--- src/rtl/spi_accel_responder_if.sv ---
// spi_accel_responder_if
// Four-wire SPI link between an SPI master and the accelerometer responder.
//   sck_i  : SPI clock, mode 0, driven by the master
//   ncs_i  : chip select, active-low, driven by the master
//   mosi_i : master-to-target serial data, MSB first
//   miso_o : target-to-master serial data, MSB first
interface spi_accel_responder_if;
  logic sck_i;
  logic ncs_i;
  logic mosi_i;
  logic miso_o;

  modport master (output sck_i, output ncs_i, output mosi_i, input miso_o);
  modport slave  (input sck_i, input ncs_i, input mosi_i, output miso_o);
endinterface

--- src/rtl/spi_accel_responder.sv ---
// spi_accel_responder
// SPI target answering the accelerometer register protocol: command 0x0A
// writes and 0x0B reads a 64-byte register map with auto-incrementing,
// wrapping addresses. Samples arrive on parallel inputs and raise int1/int2
// through DATA_READY and the INTMAP registers.
// Ports:
//   clk          : system clock, at least 8x the SCK frequency
//   reset        : asynchronous active-low reset
//   spi          : SPI link (slave modport), pins asynchronous to clk
//   sample_valid : one-clk strobe, new sample on x_data/y_data/z_data
//   x/y/z_data   : 12-bit signed samples
//   int1, int2   : DATA_READY masked by INTMAP1[0] / INTMAP2[0], registered
module spi_accel_responder (
  input  logic                 clk,
  input  logic                 reset,
  spi_accel_responder_if.slave spi,
  input  logic                 sample_valid,
  input  logic [11:0]          x_data,
  input  logic [11:0]          y_data,
  input  logic [11:0]          z_data,
  output logic                 int1,
  output logic                 int2
);
  localparam logic [7:0] DEVID_AD       = 8'hAD;
  localparam logic [7:0] DEVID_MST      = 8'h1D;
  localparam logic [7:0] PARTID         = 8'hF2;
  localparam logic [7:0] REVID          = 8'h01;
  localparam logic [7:0] CMD_WRITE      = 8'h0A;
  localparam logic [7:0] CMD_READ       = 8'h0B;
  localparam logic [7:0] SOFT_RESET_KEY = 8'h52;

  typedef enum logic [2:0] {
    ST_IDLE, ST_CMD, ST_ADDR_W, ST_ADDR_R, ST_DATA_W, ST_DATA_R, ST_IGNORE
  } state_t;

  state_t      state_r, state_nxt_s;
  logic [1:0]  sck_sync_r, ncs_sync_r, mosi_sync_r;
  logic        sck_prev_r, ncs_prev_r;
  logic        sck_rise_s, sck_fall_s, ncs_rise_s, ncs_fall_s;
  logic [2:0]  bit_cnt_r;
  logic [6:0]  shift_in_r;
  logic [7:0]  byte_s;
  logic        byte_done_s;
  logic [5:0]  addr_r, rd_addr_s;
  logic [7:0]  rd_data_s, shift_out_r;
  logic        miso_r;
  logic [7:0]  gp_r [0:15];
  logic        data_ready_r;
  logic [11:0] x_live_r, y_live_r, z_live_r;
  logic [11:0] x_shadow_r, y_shadow_r, z_shadow_r;
  logic        wr_en_s, srst_s, rd_clr_s;
  logic        int1_r, int2_r;

  // Sample registers whose read-out consumes DATA_READY.
  function automatic logic is_sample_addr_f(input logic [5:0] a);
    return ((a >= 6'h08) && (a <= 6'h0A)) || ((a >= 6'h0E) && (a <= 6'h13));
  endfunction

  // Upper byte of a 12-bit sample, sign-extended.
  function automatic logic [7:0] hi_byte_f(input logic [11:0] s);
    return {{4{s[11]}}, s[11:8]};
  endfunction

  // Two-flop synchronisers plus previous-value flops for edge detection.
  // ncs resets low so a chip select held low across reset is not seen as a
  // fresh falling edge.
  always_ff @(posedge clk or negedge reset) begin
    if (!reset) begin
      sck_sync_r  <= 2'b00;
      ncs_sync_r  <= 2'b00;
      mosi_sync_r <= 2'b00;
      sck_prev_r  <= 1'b0;
      ncs_prev_r  <= 1'b0;
    end else begin
      sck_sync_r  <= {sck_sync_r[0], spi.sck_i};
      ncs_sync_r  <= {ncs_sync_r[0], spi.ncs_i};
      mosi_sync_r <= {mosi_sync_r[0], spi.mosi_i};
      sck_prev_r  <= sck_sync_r[1];
      ncs_prev_r  <= ncs_sync_r[1];
    end
  end

  assign sck_rise_s  = sck_sync_r[1] & ~sck_prev_r;
  assign sck_fall_s  = ~sck_sync_r[1] & sck_prev_r;
  assign ncs_rise_s  = ncs_sync_r[1] & ~ncs_prev_r;
  assign ncs_fall_s  = ~ncs_sync_r[1] & ncs_prev_r;
  assign byte_s      = {shift_in_r, mosi_sync_r[1]};
  assign byte_done_s = sck_rise_s & (bit_cnt_r == 3'd7) & (state_r != ST_IDLE) & ~ncs_rise_s;

  // FSM state register.
  always_ff @(posedge clk or negedge reset) begin
    if (!reset) begin
      state_r <= ST_IDLE;
    end else begin
      state_r <= state_nxt_s;
    end
  end

  // FSM next-state: chip-select release aborts from any state.
  always_comb begin
    state_nxt_s = state_r;
    if (ncs_rise_s) begin
      state_nxt_s = ST_IDLE;
    end else begin
      case (state_r)
        ST_IDLE:   if (ncs_fall_s) state_nxt_s = ST_CMD; else state_nxt_s = ST_IDLE;
        ST_CMD: begin
          if (!byte_done_s)            state_nxt_s = ST_CMD;
          else if (byte_s == CMD_WRITE) state_nxt_s = ST_ADDR_W;
          else if (byte_s == CMD_READ)  state_nxt_s = ST_ADDR_R;
          else                          state_nxt_s = ST_IGNORE;
        end
        ST_ADDR_W: if (byte_done_s) state_nxt_s = ST_DATA_W; else state_nxt_s = ST_ADDR_W;
        ST_ADDR_R: if (byte_done_s) state_nxt_s = ST_DATA_R; else state_nxt_s = ST_ADDR_R;
        default:   state_nxt_s = state_r;
      endcase
    end
  end

  // Bit counter and MOSI shifter; a partial byte is dropped when idle.
  always_ff @(posedge clk or negedge reset) begin
    if (!reset) begin
      bit_cnt_r  <= 3'd0;
      shift_in_r <= 7'd0;
    end else if ((state_r == ST_IDLE) || ncs_rise_s) begin
      bit_cnt_r  <= 3'd0;
      shift_in_r <= 7'd0;
    end else if (sck_rise_s) begin
      bit_cnt_r  <= bit_cnt_r + 3'd1;
      shift_in_r <= byte_s[6:0];
    end
  end

  // Address of the byte to prefetch: the received address in ADDR_R,
  // otherwise the byte after the one just shifted out.
  always_comb begin
    rd_addr_s = addr_r + 6'd1;
    if (state_r == ST_ADDR_R) begin
      rd_addr_s = byte_s[5:0];
    end else begin
      rd_addr_s = addr_r + 6'd1;
    end
  end

  // Register map read mux; sample bytes come from the transaction shadow.
  always_comb begin
    rd_data_s = 8'h00;
    case (rd_addr_s)
      6'h00:   rd_data_s = DEVID_AD;
      6'h01:   rd_data_s = DEVID_MST;
      6'h02:   rd_data_s = PARTID;
      6'h03:   rd_data_s = REVID;
      6'h08:   rd_data_s = x_shadow_r[11:4];
      6'h09:   rd_data_s = y_shadow_r[11:4];
      6'h0A:   rd_data_s = z_shadow_r[11:4];
      6'h0B:   rd_data_s = {7'd0, data_ready_r};
      6'h0E:   rd_data_s = x_shadow_r[7:0];
      6'h0F:   rd_data_s = hi_byte_f(x_shadow_r);
      6'h10:   rd_data_s = y_shadow_r[7:0];
      6'h11:   rd_data_s = hi_byte_f(y_shadow_r);
      6'h12:   rd_data_s = z_shadow_r[7:0];
      6'h13:   rd_data_s = hi_byte_f(z_shadow_r);
      default: begin
        if ((rd_addr_s >= 6'h20) && (rd_addr_s <= 6'h2E)) rd_data_s = gp_r[rd_addr_s[3:0]];
        else rd_data_s = 8'h00;
      end
    endcase
  end

  // Address pointer and MISO shift register: load on byte completion,
  // shift on SCK fall so each bit is set up before the master's rise.
  always_ff @(posedge clk or negedge reset) begin
    if (!reset) begin
      addr_r      <= 6'd0;
      shift_out_r <= 8'h00;
    end else begin
      if (byte_done_s && ((state_r == ST_ADDR_W) || (state_r == ST_ADDR_R))) begin
        addr_r <= byte_s[5:0];
      end else if (byte_done_s && ((state_r == ST_DATA_W) || (state_r == ST_DATA_R))) begin
        addr_r <= addr_r + 6'd1;
      end
      if (byte_done_s && ((state_r == ST_ADDR_R) || (state_r == ST_DATA_R))) begin
        shift_out_r <= rd_data_s;
      end else if (sck_fall_s && (state_r == ST_DATA_R)) begin
        shift_out_r <= {shift_out_r[6:0], 1'b0};
      end
    end
  end

  // Registered MISO, forced low outside a read data phase.
  always_ff @(posedge clk or negedge reset) begin
    if (!reset) begin
      miso_r <= 1'b0;
    end else if ((state_r != ST_DATA_R) || ncs_rise_s) begin
      miso_r <= 1'b0;
    end else if (sck_fall_s) begin
      miso_r <= shift_out_r[7];
    end
  end

  assign wr_en_s  = byte_done_s & (state_r == ST_DATA_W);
  assign srst_s   = wr_en_s & (addr_r == 6'h1F) & (byte_s == SOFT_RESET_KEY);
  assign rd_clr_s = byte_done_s & (state_r == ST_DATA_R) & is_sample_addr_f(addr_r);

  // General-purpose registers 0x20-0x2E; entry 15 is never written.
  always_ff @(posedge clk or negedge reset) begin
    if (!reset) begin
      for (int i = 0; i < 16; i++) gp_r[i] <= 8'h00;
    end else if (srst_s) begin
      for (int i = 0; i < 16; i++) gp_r[i] <= 8'h00;
    end else if (wr_en_s && (addr_r >= 6'h20) && (addr_r <= 6'h2E)) begin
      gp_r[addr_r[3:0]] <= byte_s;
    end
  end

  // DATA_READY: a new sample wins over a same-cycle clear.
  always_ff @(posedge clk or negedge reset) begin
    if (!reset) begin
      data_ready_r <= 1'b0;
    end else if (sample_valid) begin
      data_ready_r <= 1'b1;
    end else if (srst_s || rd_clr_s) begin
      data_ready_r <= 1'b0;
    end
  end

  // Live samples, and a shadow frozen at chip-select fall for coherent bursts.
  always_ff @(posedge clk or negedge reset) begin
    if (!reset) begin
      x_live_r   <= 12'd0;
      y_live_r   <= 12'd0;
      z_live_r   <= 12'd0;
      x_shadow_r <= 12'd0;
      y_shadow_r <= 12'd0;
      z_shadow_r <= 12'd0;
    end else begin
      if (sample_valid) begin
        x_live_r <= x_data;
        y_live_r <= y_data;
        z_live_r <= z_data;
      end
      if (ncs_fall_s) begin
        x_shadow_r <= x_live_r;
        y_shadow_r <= y_live_r;
        z_shadow_r <= z_live_r;
      end
    end
  end

  // Registered interrupt outputs.
  always_ff @(posedge clk or negedge reset) begin
    if (!reset) begin
      int1_r <= 1'b0;
      int2_r <= 1'b0;
    end else begin
      int1_r <= data_ready_r & gp_r[4'hA][0];
      int2_r <= data_ready_r & gp_r[4'hB][0];
    end
  end

  assign spi.miso_o = miso_r;
  assign int1       = int1_r;
  assign int2       = int2_r;
endmodule

--- src/flat_wrapper.sv ---
// flat-port wrapper written by rule: the top's interface ports become plain ports
module spi_accel_responder_flat 
  (clk, reset, sample_valid, x_data, y_data, z_data, int1, int2, spi_sck_i, spi_ncs_i, spi_mosi_i, spi_miso_o);
  spi_accel_responder_if spi_i ();
  input  logic clk;
  input  logic reset;
  input  logic sample_valid;
  input  logic [11:0] x_data;
  input  logic [11:0] y_data;
  input  logic [11:0] z_data;
  output logic int1;
  output logic int2;
  input wire logic [$bits(spi_i.sck_i)-1:0] spi_sck_i;
  input wire logic [$bits(spi_i.ncs_i)-1:0] spi_ncs_i;
  input wire logic [$bits(spi_i.mosi_i)-1:0] spi_mosi_i;
  output wire logic [$bits(spi_i.miso_o)-1:0] spi_miso_o;
  assign spi_i.sck_i = spi_sck_i;
  assign spi_i.ncs_i = spi_ncs_i;
  assign spi_i.mosi_i = spi_mosi_i;
  assign spi_miso_o = spi_i.miso_o;
  spi_accel_responder u_core (.clk(clk), .reset(reset), .spi(spi_i), .sample_valid(sample_valid), .x_data(x_data), .y_data(y_data), .z_data(z_data), .int1(int1), .int2(int2));
endmodule
--- config.mk ---
export PLATFORM = sky130hd
export DESIGN_NAME = spi_accel_responder_flat
export DESIGN_NICKNAME = d
export VERILOG_FILES = /design/src/rtl/spi_accel_responder_if.sv /design/src/rtl/spi_accel_responder.sv /design/src/flat_wrapper.sv
export SDC_FILE = /design/constraint.sdc
export NUM_CORES = 1
export LEC_CHECK = 0
export ABC_AREA = 0
export BUFFER_PORTS_ARGS = -buffer_cell sky130_fd_sc_hd__buf_2
export CORE_UTILIZATION = 45
export DETAILED_ROUTE_END_ITERATION = 7
export GPL_ROUTABILITY_DRIVEN = 0
export PLACE_DENSITY_LB_ADDON = 0.08
export SLEW_MARGIN = 25
export SYNTH_ARGS = -nofsm -noshare
export SYNTH_HDL_FRONTEND = slang
export SYNTH_SLANG_ARGS = --single-unit
export TNS_END_PERCENT = 30
--- constraint.sdc ---
create_clock -name clk -period 7.8 [get_ports clk]
set_input_delay 1.17 -clock clk [delete_from_list [all_inputs] [get_ports clk]]
set_output_delay 1.17 -clock clk [all_outputs]
set_load 0.03 [all_outputs]
# Word-level counts from Yosys, hierarchy flattened
# Index checks and enable logic that the tools add are counted.
# op_classes
add_sub_neg	2
n_lt_le_gt_ge	11
eq_ne	24
mux	31
bitwise_logic	21
reduce_logical	27
# ops
operator	count
2-to-1 mux 128 bit	2
bitwise mux 128 bit	1
case mux 8 bit (14 select lines)	1
2-to-1 mux 8 bit	6
equality test 6 x 4 -> 1 bit (second input constant)	6
binary-select mux 8 bit (select 4 bit)	1
demux 8 bit (select 4 bit)	1
equality test 6 x 5 -> 1 bit (second input constant)	5
2-to-1 mux 3 bit	8
2-to-1 mux 6 bit	3
equality test 8 x 4 -> 1 bit (second input constant)	2
AND 1 bit	14
2-to-1 mux 7 bit	2
equality test 6 x 2 -> 1 bit (second input constant)	2
greater-or-equal comparator 6 x 4 -> 1 bit (second input constant)	2
greater-or-equal comparator 6 bit (second input constant)	2
less-or-equal comparator 6 bit (second input constant)	2
case mux 3 bit (4 select lines)	1
nonzero test 2 bit	6
greater-or-equal comparator 5 bit (second input constant)	2
logical AND 1 bit	10
NOT 4 -> 5 bit	2
equality test 3 bit (second input constant)	3
equality test 8 x 7 -> 1 bit (second input constant)	1
16 further kinds	31
# totals
ff_bits	239
input_bits	42
out_inout_bits	3
word_cells	152

# Longest topological paths before layout
# Gate-level depths: netlist of the first run.
# depth
ltp_word	11
ltp_mapped	11
mapped_depth_nobuf	9

# Least setup slack after synthesis of the first run
# Ideal clock, no wire load.
# synth_timing
path_kind	register to register
from	reg u_core.addr_r[1]
to	reg u_core.shift_out_r[7]
setup_time_ns	0.082
arrival_time_ns	2.447
required_time_ns	7.718
path_slack_ns	5.271
path_stages_with_launch	10
path_buffers	1
synth_period_minus_slack_ns	2.529
path_cell_list	dfrtp_1 buf_2 inv_1 ha_1 or3_1 o31ai_1 nor3b_1 a21bo_2 a2111oi_0 a31oi_1
# synth_via
elab_chain_len	9
elab_cells_between_ends	26
cone_classes	add/sub (1); order compare (2); eq/ne (13); mux (7); bitwise (1); reduce/logical (2)
# synth_lines
element	line_no	source
start, declared	spi_accel_responder.sv:44	logic [5:0] addr_r, rd_addr_s;
start signal, assigned	spi_accel_responder.sv:178	addr_r <= byte_s[5:0];
start signal, assigned	spi_accel_responder.sv:180	addr_r <= addr_r + 6'd1;
adder 6 x 1 -> 6 bit *	n/a	
2-to-1 mux 6 bit *	spi_accel_responder.sv:138	if (state_r == ST_ADDR_R) begin
NOT 4 -> 5 bit (not written as such)	spi_accel_responder.sv:164	if ((rd_addr_s >= 6'h20) && (rd_addr_s <= 6'h2E)) rd_data_s = gp_r[rd_addr_s[3:0]];
binary-select mux 8 bit (select 4 bit)	spi_accel_responder.sv:164	
2-to-1 mux 8 bit (not written as such) (2 in a row)	spi_accel_responder.sv:164	
2-to-1 mux 8 bit	spi_accel_responder.sv:164	
case mux 8 bit (14 select lines) *	spi_accel_responder.sv:148	case (rd_addr_s)
2-to-1 mux 8 bit *	spi_accel_responder.sv:182	if (byte_done_s && ((state_r == ST_ADDR_R) || (state_r == ST_DATA_R))) begin
end signal, assigned	spi_accel_responder.sv:183	shift_out_r <= rd_data_s;
end signal, assigned	spi_accel_responder.sv:185	shift_out_r <= {shift_out_r[6:0], 1'b0};
end, declared	spi_accel_responder.sv:45	logic [7:0] rd_data_s, shift_out_r;
# Every way passes the cells marked *; elsewhere a longest branch is shown, timed or not. The select of a mux whose other input is x is not followed.
# A chain may end at the register's enable or synchronous reset.

# Worst setup path after layout of the first run
# layout_timing
from	reg u_core.sck_prev_r
to	reg u_core.gp_r[110] in the netlist's numbering
# layout_via
elab_chain_len	9
elab_cells_between_ends	12
cone_classes	mux (1); bitwise (8); reduce/logical (3)
# layout_lines
element	line_no	source
start, declared	spi_accel_responder.sv:38	logic sck_prev_r, ncs_prev_r;
start signal, assigned	spi_accel_responder.sv:78	sck_prev_r <= sck_sync_r[1];
NOT 1 bit *	spi_accel_responder.sv:83	assign sck_rise_s = sck_sync_r[1] & ~sck_prev_r;
AND 1 bit *	spi_accel_responder.sv:83	
AND 1 bit * (3 in a row)	spi_accel_responder.sv:88	assign byte_done_s = sck_rise_s & (bit_cnt_r == 3'd7) & (state_r != ST_IDLE) & ~ncs_rise_s;
AND 1 bit *	spi_accel_responder.sv:201	assign wr_en_s = byte_done_s & (state_r == ST_DATA_W);
AND 1 bit or logical AND 1 bit (tied branches) (2 in a row)	spi_accel_responder.sv:202, spi_accel_responder.sv:211	
2-to-1 mux 128 bit or nonzero test 2 bit (tied branches)	n/a	
end signal, assigned by index	spi_accel_responder.sv:212	gp_r[addr_r[3:0]] <= byte_s;
end, declared	spi_accel_responder.sv:47	logic [7:0] gp_r [0:15];
# Every way passes the cells marked *; elsewhere a longest branch is shown, timed or not.

==> results of run 1 <==
layer usage:
layer / wire, um / vias up
li1: - / 4221
met1: 15000 / 4385
met2: 13620 / 259
met3: 1424 / 49
met4: 870 / 0
met5: 0 / -
per-stage QoR:
step	utilization, %	power (mW)	cell area, um^2
floorplan	-	1.426	11800
global placement	47.93	1.494	12210
detailed placement	47.93	1.498	12210
CTS	51.41	2.767	13100
global route	51.57	2.828	13140
finish	51.57	2.730	13140
sequential cells by signal (all words and copies together), names as in the netlist, 2 cells and up:
signal,count
u_core.gp_r,128
u_core.x_live_r,12
u_core.x_shadow_r,12
u_core.y_live_r,12
u_core.y_shadow_r,12
u_core.z_live_r,12
u_core.z_shadow_r,12
u_core.shift_out_r,8
u_core.shift_in_r,7
u_core.addr_r,6
u_core.bit_cnt_r,3
u_core.state_r,3
u_core.mosi_sync_r,2
u_core.ncs_sync_r,2
u_core.sck_sync_r,2
worst max-delay path, cell delays in order, from the launching register on:
cell	delay (ns)
dfrtp_1	0.39
nor2b_1	0.64
nand4_1	0.71
nor4_2	0.68
nand2_1	0.24
nor3_2	0.84
mux2i_1	0.28
nor2_1	0.07
Yosys cell counts, types with 4 or more instances:
cell type,instances
a31oi_1,9
a32oi_1,14
nor3_2,4
or3_1,5
or4_1,4
a21o_1,6
nor2b_1,9
a22o_1,34
inv_1,10
nand2_1,229
a22oi_1,13
o22ai_1,20
nor4_1,4
a21oi_1,63
o21ai_0,71
mux2_2,73
nand3_1,14
buf_1,8
a211oi_1,4
nor2_1,83
o21ai_1,6
mux2i_1,80
nand3b_1,4
buf_2,22
o32ai_1,4
nor3_1,14
clkbuf_1,57
ha_1,6
dfrtp_1,239
nand2b_1,9
logic make-up (layout without fill, tap and decap cells):
logic type	after synthesis	count (layout)	share of synthesized area [%]
multiplexers	157	157	14.16
XOR/XNOR	3	3	0.2228
flip-flops	239	239	50.69
adder cells (fa/ha/maj)	6	6	0.6363
AND/OR/NAND/NOR	407	407	15.42
AO/OA/AOI/OAI	278	278	15.42
buffers and inverters	99	117	3.447
area by class of cell:
cell class	instances	area, um^2
clock inverters	13	125.1
fillers	2346	12340
clock buffers	37	763.2
inverters	10	37.54
flip-flops and latches	239	5981
multi-input cells	851	5463
repair buffers	57	352.8
well taps	330	412.9
power by group:
group	leakage (nW)	internal, mW	switching, mW
clock	0.424	0.725	0.532
combinational	1.78	0.0640	0.0554
sequential	3.15	1.30	0.0547
total	5.36	2.09	0.642
worst min path at each step:
stage | slack (ns) | from | cells after the start | end
final | 0.35 | u_core.mosi_sync_r[0] | 0 | u_core.mosi_sync_r[1]
after global routing | 0.36 | u_core.mosi_sync_r[0] | 0 | u_core.mosi_sync_r[1]
after CTS | 0.35 | u_core.mosi_sync_r[0] | 0 | u_core.mosi_sync_r[1]
after detailed placement | 0.34 | u_core.mosi_sync_r[0] | 0 | u_core.mosi_sync_r[1]
after global placement | 0.33 | u_core.ncs_sync_r[0] | 0 | u_core.ncs_sync_r[1]
after floorplan | 0.33 | u_core.mosi_sync_r[0] | 0 | u_core.mosi_sync_r[1]
==> flow_summary_export.csv, run 1 <==
group,metric,value,unit
logic_synthesis,yosysSeqAreaShare,50.69,%
finish,antenna_cells,0,
drt,drt_pass1_iterations,5,
sta,hold_viol_final,0,
drt,avgRoutedWirePerCell,20.11,um
global_routing,grt_max_degree,132,
logic_synthesis,netlist_area,11800,um^2
global_routing,grt_pass1_wl,50090,um
floorplanning,die-area,26870,um^2
logic_synthesis,synth_area_leaders,"dfrtp_1 51%, nand2_1 7.3%, mux2_2 7.0%",
floorplanning,rows,58,
global_routing,antenna_found_initial,0,
pwr,leakage,5.359,nW
sta,tightest_slew,1.055,ns
sta,rsz0062_at_grt,"false",
sta,setup_tns,0,ns
logic_synthesis,syn-instance-count,1189,
drt,wl,30910,um
clock_tree,cts_buffers,27,
logic_synthesis,ys_types,75,
drt,drt-vias-per-instance,5.800,
logic_synthesis,ys.flop_type,"dfrtp_1",
drt,drt_iter0_drc,803,
sta,hold-worst-slack,0.3479,ns
floorplanning,initial_core_util,46.32,%
clock_tree,post_cts_resized,0,
finish,final_common_cell,"dfrtp_1",
clock_tree,tritoncts,"yes",
finish,layout_common_cells,"239 x dfrtp_1, 229 x nand2_1, 80 x mux2i_1, 78 x nor2_1, 73 x mux2_2",
setup_path,worst_setup_path_end_kind,"flip-flop",
global_routing,grt_util_met3,2.576,%
logic_synthesis,synth_top_area_share,50.69,%
logic_synthesis,yosys_warnings,0,
min_path,worstHoldPathType,"flip-flop to flip-flop",
global_routing,grt_usage,24.01,%
setup_path,worstPathArrival,4.41,ns
pwr,power_density,207.8,nW/um^2
clock_tree,post_cts_buffers,0,
setup_path,reg2reg_from,"u_core.sck_prev_r",
floorplanning,die_y,163.9,um
global_routing,grt_pass1_vias,8702,
logic_synthesis,synth_fp_nets,1237,
drt,num_vias,8914,
global_routing,grt_use_met1,36.40,%
finish,fin_cells,1537,
global_routing,grt_busiest_layer,"met1",
flow_run,max_cap_violations,0,
logic_synthesis,synth_largest_area_cell,"dfrtp_1",
finish,synthToLayoutAreaGrowth,11.34,%
setup_path,start_kind,"flip-flop",
sta,layout_setup_ws,3.811,ns
setup_path,crit_fanout,14,
floorplanning,num_io_pins,45,
setup_path,r2r_end,"u_core.gp_r[110]",
clock_tree,clk_path_buf_depth,3,
setup_path,r2r_slack,3.81,ns
logic_synthesis,synthArstFlopShare,100.0,%
finish,fin_nets,1234,
logic_synthesis,avgSynthCellArea,9.922,um^2
setup_path,endpoint,"u_core.gp_r[110]",
sta,finalCriticalPeriod,3.989,ns
logic_synthesis,synth_edf_count,0,
sta,drv_slew,0,
logic_synthesis,synth-seq-cells,239,
sta,period_share,51.15,%
pwr,peakVddDrop,0.1882,mV
sta,maxSlewHeadroom,29.26,%
setup_path,crit_required,8.22,ns
drt,drc,0,
global_routing,grt-ovfl-total,0,
placement,dp_hpwl,19630,um
setup_path,reg2regPathDepth,7,
setup_path,path_class,"flip-flop to flip-flop",
clock_tree,htreeDepth,1,
placement,numPortBuffers,44,
finish,drive_gt1_share,16.98,%
clock_tree,root_buffer,"clkbuf_16",
drt,ant_nets,0,
outcome,outcome,"finished clean",
global_routing,use_met2,35.94,%
sta,max_freq,250.7,MHz
sta,timing.clock.skew,0.01066,ns
clock_tree,clock_latency,0.55,ns
placement,dp_slack,3.876,ns
sta,finalSetupViolCount,0,
floorplanning,die_w,163.9,um
floorplanning,coreArea,25470,um^2
clock_tree,cts_sinks,239,
setup_path,startpoint,"u_core.sck_prev_r",
clock_tree,clkTransAtPathRegs,0.06,ns
placement,dp.cells,1486,
clock_tree,ctsHoldBuffers,0,
No activity file was read; power rests on OpenSTA's default activity.
==> run 2: changes to the inputs <==
==> constraint.sdc (replaced) <==
create_clock -name clk -period 3.5 [get_ports clk]
set_input_delay 0.525 -clock clk [delete_from_list [all_inputs] [get_ports clk]]
set_output_delay 0.525 -clock clk [all_outputs]
set_load 0.03 [all_outputs]
==> run 2 against run 1 <==
Net effect: worst hold slack got worse by 0.25 ns; global-route usage rose by 1.3 points; critical path depth rose by 3; final area rose by 2.5%; die area did not move; setup slack got worse by 3.6 ns; clock power rose by 120%; flip-flop and latch count did not move; core utilization rose by 1.3 points; non-clock buffer count rose by 43; total power rose by 120%; critical path type unchanged; critical endpoint is now u_core.shift_out_r[3]; largest cell class unchanged; largest power group unchanged.
==> flow_summary_export.csv, run 2 (same netlist as run 1, synthesis figures left out) <==
group,metric,value,unit
setup_path,worst_setup_path_end_kind,"flip-flop",
global_routing,grt_max_degree,91,
drt,drc,0,
sta,setup_tns,0,ns
finish,synthToLayoutAreaGrowth,14.13,%
finish,regMostFlops,"u_core.gp_r",
setup_path,crit_family,"compound AO/OA/AOI/OAI gates",
clock_tree,cts_sinks,239,
placement,dp_hpwl,22110,um
pwr,leakage,5.600,nW
pwr,power,6.010,mW
finish,fin_area,13460,um^2
floorplanning,rows,58,
pwr,power_density,446.4,nW/um^2
finish,fin_nets,1277,
finish,antenna_cells,0,
drt,drt_iter0_drc,699,
clock_tree,clock_latency,0.54,ns
setup_path,slowest_stage,"a2111oi_0",
setup_path,start_kind,"flip-flop",
floorplanning,die_w,163.9,um
setup_path,path_class,"flip-flop to flip-flop",
drt,num_vias,9230,
sta,tightest_slew,0.8916,ns
drt,drt_pass1_iterations,5,
placement,dp.cells,1528,
floorplanning,die_y,163.9,um
drt,avgRoutedWirePerCell,20.70,um
placement,numPortBuffers,44,
setup_path,crit_fanout,12,
sta,maxSlewHeadroom,40.56,%
clock_tree,tritoncts,"yes",
global_routing,antenna_found_initial,0,
global_routing,grt_pass1_wl,52510,um
finish,largest_register_ffs,128,
floorplanning,coreArea,25470,um^2
setup_path,worstPathArrival,3.64,ns
global_routing,grt_pass1_vias,9106,
floorplanning,die-area,26870,um^2
placement,dp_slack,0.1865,ns
clock_tree,cts_buffers,27,
pwr,peakVddDrop,0.3744,mV
sta,timing.clock.skew,0.01472,ns
setup_path,critPathMaxStageDelay,0.64,ns
drt,drt-vias-per-instance,5.845,
clock_tree,root_buffer,"clkbuf_16",
clock_tree,clk_path_buf_depth,3,
setup_path,crit_chain,"ha_1 > nand3_1 > a32o_1 > a21oi_1 > buf_4 > nor3b_1 > buf_4 > o2bb2ai_1 > a2111oi_0 > a21oi_1",
clock_tree,clkTransAtPathRegs,0.06,ns
finish,drive_gt1_share,19.06,%
sta,max_freq,307.4,MHz
drt,wl,32680,um
global_routing,grt_usage,25.33,%
finish,utilization,52.86,%
floorplanning,initial_core_util,46.32,%
sta,rsz0062_at_grt,"false",
finish,nFillCells,2333,
sta,drv_slew,0,
flow_run,max_cap_violations,0,
finish,layout_common_cells,"239 x dfrtp_1, 229 x nand2_1, 83 x nor2_1, 80 x mux2i_1, 73 x mux2_2",
sta,hold_viol_final,0,
sta,hold-worst-slack,0.09654,ns
global_routing,grt-ovfl-total,0,
placement,placed_cell_area,12570,um^2
clock_tree,htreeDepth,1,
drt,ant_nets,0,
finish,fin_cells,1579,
sta,period_share,92.96,%
sta,finalSetupViolCount,0,
sta,layout_setup_ws,0.2464,ns
clock_tree,post_cts_buffers,0,
outcome,outcome,"finished clean",
finish,final_common_cell,"dfrtp_1",
floorplanning,num_io_pins,45,
min_path,worstHoldPathType,"input port to flip-flop",
setup_path,crit_buf_inv,2,
setup_path,crit_required,3.89,ns
sta,finalCriticalPeriod,3.254,ns
## run 2: layout make-up
class                      instances  area [um^2]  area share (%)
clock inverter                     9        82.58          0.6133
sequential                       239         5981           44.42
multi-input combinational        851         5450           40.48
tap                              330        412.9           3.067
clock buffer                      40        764.5           5.678
timing repair buffer             100        735.7           5.464
inverter                          10        37.54          0.2788
## run 2: layer usage
layer / global-route usage [%] / share of wire (%) / vias to the layer above
met1: 38.11 / 48 / 4571
li1: - / - / 4309
met4: 6.187 / 2.3 / 0
met5: 0 / 0 / -
met3: 2.904 / 5.6 / 49
met2: 38.83 / 44 / 301
## run 2: timing repair
item	in CTS	in global routing
hold endpoints to repair	68	0
hold buffers	1	0
gates resized for setup	0	1
endpoints found under the setup margin	0	1
## run 2: where the power goes
part           switching, mW  leakage, nW  internal, mW  total (mW)
Sequential             0.116         3.15          2.90        3.01
Clock                   1.13        0.411          1.58        2.71
Combinational          0.139         2.04         0.150       0.289
## run 2: final timing paths
kind | startpoint | endpoint | slack (ns) | cells after the start
min in group asynchronous | reset | u_core.bit_cnt_r[2] | 0.52 | 2
max reg2reg | u_core.addr_r[0] | u_core.shift_out_r[3] | 0.25 | 10
max in group asynchronous | reset | u_core.gp_r[119] | 2.06 | 3
min reg2reg | u_core.mosi_sync_r[0] | u_core.mosi_sync_r[1] | 0.35 | 0
min | spi_sck_i | u_core.sck_sync_r[0] | 0.1 | 1
max | u_core.addr_r[0] | u_core.shift_out_r[3] | 0.25 | 10
